### src/rtl/arf_list_sched.sv
// ARF dataflow graph executor: one pipelined multiplier and one adder, each fed
// every cycle by a lowest-ready-node list scheduler over a done/issued scoreboard.
module arf_list_sched #(
   parameter int W       = 16,
   parameter int K       = 3,
   parameter int MUL_LAT = 2
) (
   input  logic           clk,
   input  logic           rst,
   input  logic           in_valid,
   output logic           in_ready,
   input  logic [8*W-1:0] s_flat,
   input  logic [W-1:0]   f13,
   input  logic [W-1:0]   f14,
   output logic           out_valid,
   input  logic           out_ready,
   output logic [W-1:0]   y27,
   output logic [W-1:0]   y28,
   output logic           mul_iss_v,
   output logic [4:0]     mul_iss_id,
   output logic           add_iss_v,
   output logic [4:0]     add_iss_id,
   output logic           busy
);

   typedef enum logic [1:0] {IDLE, RUN, DONE} state_t;

   localparam logic [W-1:0] K_POS = W'(K);
   localparam logic [W-1:0] K_NEG = -K_POS;
   // Bit n-1 set for every node n that executes on the multiplier.
   localparam logic [27:0] MUL_NODES = 28'b0000_1111_00_1111_000000_11111111;

   state_t         state, state_nxt;
   logic [27:0]    done, done_nxt;
   logic [27:0]    issued, issued_nxt;
   logic [W-1:0]   s_q [8];
   logic [W-1:0]   f13_q, f14_q;
   logic [W-1:0]   node_q [1:28];
   logic           accept;
   logic [W-1:0]   mul_a, mul_b, mul_prod;
   logic [W-1:0]   add_a, add_b, add_res;
   logic           mul_wb_v;
   logic [4:0]     mul_wb_id;
   logic [W-1:0]   mul_wb_data;

   function automatic logic [27:0] nb(input int n);
      return 28'b1 << (n - 1);
   endfunction

   function automatic logic [27:0] src_of(input int n);
      logic [27:0] m;
      m = '0;
      case (n)
         9:       m = nb(1)  | nb(2);
         10:      m = nb(3)  | nb(4);
         11:      m = nb(5)  | nb(6);
         12:      m = nb(7)  | nb(8);
         13:      m = nb(10);
         14:      m = nb(11);
         15, 17:  m = nb(13);
         16, 18:  m = nb(14);
         19:      m = nb(15) | nb(16);
         20:      m = nb(17) | nb(18);
         21, 23:  m = nb(19);
         22, 24:  m = nb(20);
         25:      m = nb(21) | nb(22);
         26:      m = nb(23) | nb(24);
         27:      m = nb(9)  | nb(25);
         28:      m = nb(12) | nb(26);
         default: m = '0;
      endcase
      return m;
   endfunction

   assign accept = in_valid & in_ready;

   // State register plus scoreboard; a new bundle starts with a clean scoreboard.
   always_ff @(posedge clk) begin
      if (rst) begin
         state  <= IDLE;
         done   <= '0;
         issued <= '0;
      end else begin
         state <= state_nxt;
         if (accept) begin
            done   <= '0;
            issued <= '0;
         end else begin
            done   <= done_nxt;
            issued <= issued_nxt;
         end
      end
   end

   // Next state and handshake outputs; results are exposed only while in DONE.
   always_comb begin
      state_nxt = state;
      in_ready  = 1'b0;
      out_valid = 1'b0;
      busy      = 1'b0;
      y27       = '0;
      y28       = '0;
      case (state)
         IDLE: begin
            in_ready = 1'b1;
            if (in_valid) state_nxt = RUN;
         end
         RUN: begin
            busy = 1'b1;
            if (done_nxt[26] && done_nxt[27]) state_nxt = DONE;
         end
         DONE: begin
            busy      = 1'b1;
            out_valid = 1'b1;
            y27       = node_q[27];
            y28       = node_q[28];
            if (out_ready) state_nxt = IDLE;
         end
         default: state_nxt = IDLE;
      endcase
   end

   // Descending scan so the lowest-numbered ready node wins on each unit.
   always_comb begin
      mul_iss_v  = 1'b0;
      mul_iss_id = '0;
      add_iss_v  = 1'b0;
      add_iss_id = '0;
      if (state == RUN) begin
         for (int n = 28; n >= 1; n--) begin
            if (!issued[n-1] && ((done & src_of(n)) == src_of(n))) begin
               if (MUL_NODES[n-1]) begin
                  mul_iss_v  = 1'b1;
                  mul_iss_id = 5'(n);
               end else begin
                  add_iss_v  = 1'b1;
                  add_iss_id = 5'(n);
               end
            end
         end
      end
   end

   always_comb begin
      done_nxt   = done;
      issued_nxt = issued;
      if (add_iss_v) begin
         done_nxt   = done_nxt | nb(int'(add_iss_id));
         issued_nxt = issued_nxt | nb(int'(add_iss_id));
      end
      if (mul_iss_v) issued_nxt = issued_nxt | nb(int'(mul_iss_id));
      if (mul_wb_v)  done_nxt   = done_nxt | nb(int'(mul_wb_id));
   end

   // Nodes 21, 22 and 23 use the negated coefficient.
   always_comb begin
      mul_a = '0;
      mul_b = K_POS;
      case (mul_iss_id)
         5'd1, 5'd2, 5'd3, 5'd4,
         5'd5, 5'd6, 5'd7, 5'd8: mul_a = s_q[mul_iss_id[2:0] - 3'd1];
         5'd15, 5'd17:           mul_a = node_q[13];
         5'd16, 5'd18:           mul_a = node_q[14];
         5'd21, 5'd23: begin
            mul_a = node_q[19];
            mul_b = K_NEG;
         end
         5'd22: begin
            mul_a = node_q[20];
            mul_b = K_NEG;
         end
         5'd24:                  mul_a = node_q[20];
         default:                mul_a = '0;
      endcase
   end

   assign mul_prod = mul_a * mul_b;

   always_comb begin
      add_a = '0;
      add_b = '0;
      case (add_iss_id)
         5'd9:  begin add_a = node_q[1];  add_b = node_q[2];  end
         5'd10: begin add_a = node_q[3];  add_b = node_q[4];  end
         5'd11: begin add_a = node_q[5];  add_b = node_q[6];  end
         5'd12: begin add_a = node_q[7];  add_b = node_q[8];  end
         5'd13: begin add_a = node_q[10]; add_b = f13_q;      end
         5'd14: begin add_a = node_q[11]; add_b = f14_q;      end
         5'd19: begin add_a = node_q[15]; add_b = node_q[16]; end
         5'd20: begin add_a = node_q[17]; add_b = node_q[18]; end
         5'd25: begin add_a = node_q[21]; add_b = node_q[22]; end
         5'd26: begin add_a = node_q[23]; add_b = node_q[24]; end
         5'd27: begin add_a = node_q[9];  add_b = node_q[25]; end
         5'd28: begin add_a = node_q[12]; add_b = node_q[26]; end
         default: begin add_a = '0; add_b = '0; end
      endcase
   end

   assign add_res = add_a + add_b;

   // The product is formed at issue; MUL_LAT-1 register stages delay its writeback.
   generate
      if (MUL_LAT == 1) begin : g_mul_comb
         assign mul_wb_v    = mul_iss_v;
         assign mul_wb_id   = mul_iss_id;
         assign mul_wb_data = mul_prod;
      end else begin : g_mul_pipe
         logic         pv  [MUL_LAT-1];
         logic [4:0]   pid [MUL_LAT-1];
         logic [W-1:0] pd  [MUL_LAT-1];

         always_ff @(posedge clk) begin
            if (rst) begin
               for (int i = 0; i < MUL_LAT-1; i++) pv[i] <= 1'b0;
            end else begin
               pv[0] <= mul_iss_v;
               for (int i = 1; i < MUL_LAT-1; i++) pv[i] <= pv[i-1];
            end
            pid[0] <= mul_iss_id;
            pd[0]  <= mul_prod;
            for (int i = 1; i < MUL_LAT-1; i++) begin
               pid[i] <= pid[i-1];
               pd[i]  <= pd[i-1];
            end
         end

         assign mul_wb_v    = pv[MUL_LAT-2];
         assign mul_wb_id   = pid[MUL_LAT-2];
         assign mul_wb_data = pd[MUL_LAT-2];
      end
   endgenerate

   always_ff @(posedge clk) begin
      if (accept) begin
         for (int i = 0; i < 8; i++) s_q[i] <= s_flat[i*W +: W];
         f13_q <= f13;
         f14_q <= f14;
      end
   end

   always_ff @(posedge clk) begin
      if (add_iss_v) node_q[add_iss_id] <= add_res;
      if (mul_wb_v)  node_q[mul_wb_id]  <= mul_wb_data;
   end

endmodule
### config.mk
export PLATFORM = sky130hd
export DESIGN_NAME = arf_list_sched
export DESIGN_NICKNAME = d
export VERILOG_FILES = /design/src/rtl/arf_list_sched.sv
export SDC_FILE = /design/constraint.sdc
export NUM_CORES = 1
export LEC_CHECK = 0
export CAP_MARGIN = 10
export CORE_ASPECT_RATIO = 0.6
export CORE_MARGIN = 2
export CORE_UTILIZATION = 45
export CTS_CLUSTER_DIAMETER = 50
export DETAILED_ROUTE_END_ITERATION = 7
export GPL_TIMING_DRIVEN = 0
export PLACE_DENSITY = 0.66
export SKIP_CTS_REPAIR_TIMING = 1
export SLEW_MARGIN = 10
export SYNTH_ARGS = -nofsm -noshare
export SYNTH_HDL_FRONTEND = slang
export SYNTH_SLANG_ARGS = --single-unit
### constraint.sdc
create_clock -name clk -period 8.2 [get_ports clk]
set_input_delay 2.05 -clock clk [delete_from_list [all_inputs] [get_ports clk]]
set_output_delay 2.05 -clock clk [all_outputs]
set_load 0.05 [all_outputs]
* Word level (Yosys, flattened, before mapping) *
Memory sizes are Yosys's and may differ from the RTL's.
Cells that the tools add are included.
Widths: inputs -> output; s select.

cells by class
  add/subtract/negate cells = 5
  $mul = 1
  divide/modulo/power cells = 0
  order comparisons = 0
  equal/unequal tests = 50
  shifts and indexed selects = 3
  mux-type cells = 105
  bitwise logic cells = 22
  reductions and logical operators = 68

operators with widths
  operator               number
  $mux 28                21
  $and 28x28->28         17
  $eq 28x28->1           17
  $pmux 16 s12           2
  $mux 5                 30
  $or 28x28->28          4
  $shl 1x32->28 const A  3
  $pmux 16 s5            1
  $eq 5x5->1 const B     13
  $mux 16                3
  $mux 1                 44
  $eq 5x4->1 const B     8
  $logic_and 1x1->1      29
  $logic_not 1->1        28
  $eq 5x3->1 const B     4
  $sub 5x1->6 const B    3
  $add 16x16->16         1
  $mul 16x16->16         1
  $reduce_or 2->1        6
  $eq 5x2->1 const B     2
  $reduce_or 8->1        1
  $mux 2                 3
  $ne 2x2->1 const B     3
  $pmux 2 s3             1
  other kinds (9)        9

word-level totals
  flip-flop bits (word level) = 90
  bits in latches = 0
  memory bits (writable) = 598
  ROM bits = 0
  input port bits = 164
  output and inout bits = 47
  logic and storage cells = 264
  memories = 5

memories
  name            words  bits a word  read ports  clocked after Yosys merged registers in  write ports  RTL line  source
  node_q          28     16           28          0                                        2            38        logic [W-1:0] node_q [1:28];
  s_q             8      16           1           0                                        8            36        logic [W-1:0] s_q [8];
  g_mul_pipe.pd   1      16           1           0                                        1            210       logic [W-1:0] pd [MUL_LAT-1];
  g_mul_pipe.pid  1      5            1           0                                        1            209       logic [4:0] pid [MUL_LAT-1];
  g_mul_pipe.pv   1      1            1           0                                        1            208       logic pv [MUL_LAT-1];

* Logic depth before layout (Yosys ltp) *
  word-level depth = 27
  mapped depth = 36
  mapped depth without buffers = 35

* Worst setup path after synthesis *
No wires, ideal clock.

  path kind = register to register
  start point = register done[19]
  end point = memory g_mul_pipe.pd[0][15]
  library setup time = 0.130 ns
  arrival time = 8.312 ns
  data required time = 8.070 ns
  setup slack = -0.242 ns
  stages on the path, launching flop included = 31
  path buffers = 5
  clock period less this slack = 8.442 ns
  path through = dfxtp_1 > nor2b_4 > o21ai_1 > nand4_1 > a311oi_4 > buf_4 > buf_4 > ha_1 > clkbuf_1 > clkbuf_1 > clkbuf_1 > mux4_2 > mux2i_1 > o21ai_0 > nand2_1 > fa_1 > fa_1 > fa_1 > inv_1 > fa_1 > inv_1 > fa_1 > fa_1 > xnor2_1 > xnor2_1 > xnor2_1 > xnor3_1 > xnor2_2 > xnor2_2 > xnor2_1 > xnor3_1

between the ends
  elaborated cells between the ends (all ways) = 70
  those cells by class = 1 x add/sub; 1 x mul; 21 x eq/ne; 19 x mux; 5 x bitwise; 22 x reduce/logical; 1 x memory

RTL lines
  item                                    RTL line  source
  start: declaration                      34        logic [27:0] done, done_nxt;
  start signal: assignment                89        done <= done_nxt;
  $and 28x28->28                          131       if (!issued[n-1] && ((done & src_of(n)) == src_of(n))) begin
  $eq 28x28->1                            131
  $logic_and 1x1->1                       131
  $mux 5 (14 in series)                   131
  $mux 5 *                                131
  $mux 5 *                                129       if (state == RUN) begin
  via mul_iss_id[0]                       20        output logic [4:0] mul_iss_id,
  $sub 3x1->3 (tied with other cells)     161       5'd5, 5'd6, 5'd7, 5'd8: mul_a = s_q[mul_iss_id[2:0] - 3'd1];
  $mem_v2 8x16 (tied with other cells)    --
  $pmux 16 s5 or $mux 16 (tied branches)  159       case (mul_iss_id)
  $mul 16x16->16 *                        177       assign mul_prod = mul_a * mul_b;
  via mul_prod[15]                        40        logic [W-1:0] mul_a, mul_b, mul_prod;
  end: declaration                        210

The timed path passes the listed nets; every way through them passes the cells marked *.

* Final worst setup path *
  start point = register state[1]
  end point = memory g_mul_pipe.pd[0][15]

between the ends
  longest elaborated chain between the ends = 6
  elaborated cells between the ends (all ways) = 29
  those cells by class = 1 x add/sub; 1 x mul; 17 x eq/ne; 3 x mux; 6 x reduce/logical; 1 x memory

ends and longest elaborated chain
  item                                    RTL line  source
  start: declaration                      33        state_t state, state_nxt;
  start signal: assignment                84        state <= state_nxt;
  $eq 2x1->1 *                            129
  $mux 5 *                                129
  $sub 3x1->3 (tied with other cells)     161
  $mem_v2 8x16 (tied with other cells)    --
  $pmux 16 s5 or $mux 16 (tied branches)  159
  $mul 16x16->16 *                        177
  via mul_prod[15]                        40

Marks and branches as above.

==> key figures <==
Outcome
  – Status: complete, but fails checks
  – Failing checks: design-rule violations, negative setup slack

Power
  – Power, Total: 9.123 mW
  – VDD IR max: 0.1901 mV
  – Leakage: 14.15 nW
  – PwrDens: ~220 mW/mm^2

Finish
  – Fillers: 6540
  – N_diodes: 0
  – Area of the multi-input gates: ~0.014 sq mm
  – Area growth from synthesis to layout: 18.52%
  – Finished Cell Area: slightly above 0.04 sq mm
  – Layout cells sized above 1: around a tenth
  – Nets: ~3700
  – Sequential Area: roughly 0.02 sq mm

Detailed routing
  – Via Count: roughly 27000
  – DR vias/cell: slightly above 6
  – DRC violations left: 5
  – 1st-iter DRT viols: roughly 4700
  – WL/cell: ~27 um
  – First-pass iteration count of the detailed router: 8
  – Total wire length: about 120 mm
  – Antenna-violating nets left: 0

Die
  – Chip Height: ~220 um
  – Row count: 78
  – Core Area: 0.07593 sq mm
  – Die extent in x: around 360 um
  – Full die area: 0.07938 sq mm
  – Ports: 211
  – Initial Util: about 46%

Worst setup path
  – Critical path depth in cells: 31
  – CP endpoint kind: register
  – CP most frequent cell: inv_1
  – Worst reg2reg path endpoint: g_mul_pipe.pd[0][15]
  – Crit path arrival time: roughly 8.8 ns
  – Crit-path slowest cell: fa_1
  – Worst Path Required: 8.73 ns
  – Top delay family on crit path: adder cells
  – Worst r2r src: state[1]
  – Capture point of the worst path: g_mul_pipe.pd[0][15]
  – Worst path max stage delay: approximately 0.55 ns
  – CP Launch Type: register
  – FF-to-FF path depth: 31
  – Crit path from: state[1]
  – CP Class: register to register
  – Reg2reg setup slack: -0.09 ns
  – WP buf/inv: 10
  – Crit path max fanout: 10

Logic synthesis
  – Post-synthesis register bit count: ~690
  – Main flop type after synthesis: edfxtp_1
  – Top cell type's share of synthesized area: a little over half
  – Yosys cell types: 95
  – Synth warnings: 0
  – Synth async-reset ratio: 0%
  – Syn Area/Cell: 11.33 sq um
  – Synth area leader: edfxtp_1
  – Seq/Total Area, Yosys: between 50% and 60%
  – Synth top area cells: edfxtp_1 (53%), o21ai_0 (5.6%), nand2_1 (5.4%)
  – Post-synthesis cell count: just over 3000
  – Synthesized area: approximately 0.035 sq mm
  – Post-synth EDFFs: 608
  – Post-Syn Nets: 3377

Global route
  – Global-route wire length before repair: 172.3 mm
  – GRT Overall Usage: ~30%
  – Largest net degree at the start of global routing: 64
  – Vias in the first global route: ~25000
  – Grt ovf: 0
  – Initial antenna violation count: 0

STA
  – Fmax: ~0.12 GHz
  – Slew @ Worst Pin: around 1.2 ns
  – Slew Viols, Final: 0
  – Final Hold Fails: 0
  – Final setup fails: 1
  – Final worst path period share: 101.1%
  – Final worst setup slack: -0.09182 ns
  – Final Critical Period: around 8.3 ns
  – Setup Skew: 0.02166 ns
  – Rel. slew slack: approximately 18%
  – Unrepaired setup endpoints after global routing: true

Hold path
  – Worst hold path class: register to register

Placement
  – HPWL after DPL: between 80 and 90 mm
  – Placed inst area: around 0.038 sq mm
  – IO Port Bufs: 210
  – Global placement routability congestion: 1.027

Clocking
  – Clock sink count: ~700
  – Clock H-tree levels: 3
  – CTS tree: done
  – Clk_lat worst skew: 0.65 ns
  – Num CTS Buffers: between 60 and 70
  – Clock Path Buffers: 3
  – Clk root buf: clkbuf_16
  – Worst-path clk slew: approximately 0.060 ns

Flow run
  – Max Cap Viol: 0
-- Yosys cell counts (all sizes together) (56+ instances only) --
master / instances
clkbuf: 225
ha: 86
a222oi: 73
nor2: 113
edfxtp: 608
and2: 58
inv: 144
o21ai: 421
dfxtp: 80
mux2: 56
a21oi: 144
nand2: 504
fa: 67
-- sequential cells by signal, summed over array words and instances, names as in the netlist --
name,flops
node_q,448
s_q,128
done,28
issued,28
f13_q,16
f14_q,16
g_mul_pipe.pd,16
g_mul_pipe.pid,5
state,2
g_mul_pipe.pv,1
-- cell families (layout without fill, tap and decap cells) --
family / Yosys count / in the layout / synth area share, %
compound gates: 820 / 820 / 14.53
xor+xnor: 50 / 50 / 1.461
fa+ha+maj: 153 / 153 / 6.970
buf+inv: 397 / 766 / 4.423
flops: 688 / 688 / 57.26
mux: 107 / 107 / 4.449
simple gates: 845 / 845 / 10.90
-- placed cells by master, fill, tap and decap left out, types with 8 or more instances in the layout --
| master | instances |
|---|---|
| nor2_1 | 107 |
| clkbuf_2 | 12 |
| nand3b_1 | 15 |
| o21ai_0 | 383 |
| o21ai_2 | 9 |
| nand2b_1 | 18 |
| a21oi_1 | 134 |
| inv_1 | 137 |
| ha_1 | 82 |
| a22o_1 | 30 |
| clkinv_2 | 11 |
| nand2_2 | 10 |
| fa_1 | 65 |
| a22oi_1 | 38 |
| nand3_1 | 51 |
| a21oi_2 | 8 |
| or2_2 | 9 |
| and2_1 | 54 |
| and3_1 | 10 |
| clkbuf_16 | 71 |
| o21ai_1 | 28 |
| buf_6 | 14 |
| mux2i_1 | 17 |
| buf_1 | 12 |
| a31oi_1 | 19 |
| edfxtp_1 | 608 |
| buf_4 | 32 |
| clkdlybuf4s50_1 | 210 |
| a222oi_1 | 73 |
| dfxtp_1 | 78 |
| nor2b_1 | 16 |
| a21o_1 | 11 |
| xnor2_1 | 29 |
| nand2_1 | 492 |
| mux4_2 | 23 |
| clkbuf_1 | 216 |
| nand4_1 | 13 |
| clkinv_1 | 17 |
| mux2_2 | 56 |
-- stage by stage --
step                      hold slack [ns]  utilization (%)  setup WS [ns]  TNS (ns)  cells
after global routing               0.4704            54.13        -0.4818   -0.4818   4429
final                              0.4465            54.13       -0.09182  -0.09182   4429
after detailed placement           0.4389            50.52         -2.496    -22.55   4285
after floorplan                    0.4203                -        0.02603         0   3060
after CTS                          0.4470            53.37         -2.530    -25.11   4407
after global placement             0.4321            50.10         -2.489   -256.00   4270
-- layout make-up --
| cell class | count | share of cell area [%] |
|---|---|---|
| tap | 1000 | 3.044 |
| clock buffer | 82 | 4.423 |
| multi-input combinational | 1975 | 33.37 |
| sequential | 688 | 48.32 |
| timing repair buffer | 252 | 6.146 |
| inverter | 145 | 1.339 |
| clock inverter | 40 | 0.8341 |
| buffer | 247 | 2.521 |
-- report_power, final --
part           total, mW  internal, mW  switching [mW]
Clock               3.15          1.72            1.43
Sequential          4.04          3.99          0.0514
Combinational       1.93         0.640            1.29
Total               9.12          6.35            2.77
-- worst min-delay path, stage by stage (launching register included) --
cell and delay, ns:
dfxtp_1 0.30, inv_1 0.04, a21oi_1 0.05
-- routing by layer --
metal  wire (um)  vias up  track usage, %
li1            -    11780               -
met1       52350    13290           46.38
met2       45080     1986           37.67
met3       20440      166           13.37
met4        2825        0           7.109
met5           0        -               0
-- how the worst min path moves through the flow --
stage               depth (start not counted)         end       start
finish                                      2   issued[9]   issued[9]
global placement                            2  issued[11]  issued[11]
floorplan                                   2  issued[11]  issued[11]
detailed placement                          2  issued[24]  issued[24]
CTS                                         2  issued[24]  issued[24]
global route                                2  issued[24]  issued[24]
(Power assumes the default switching activity.)
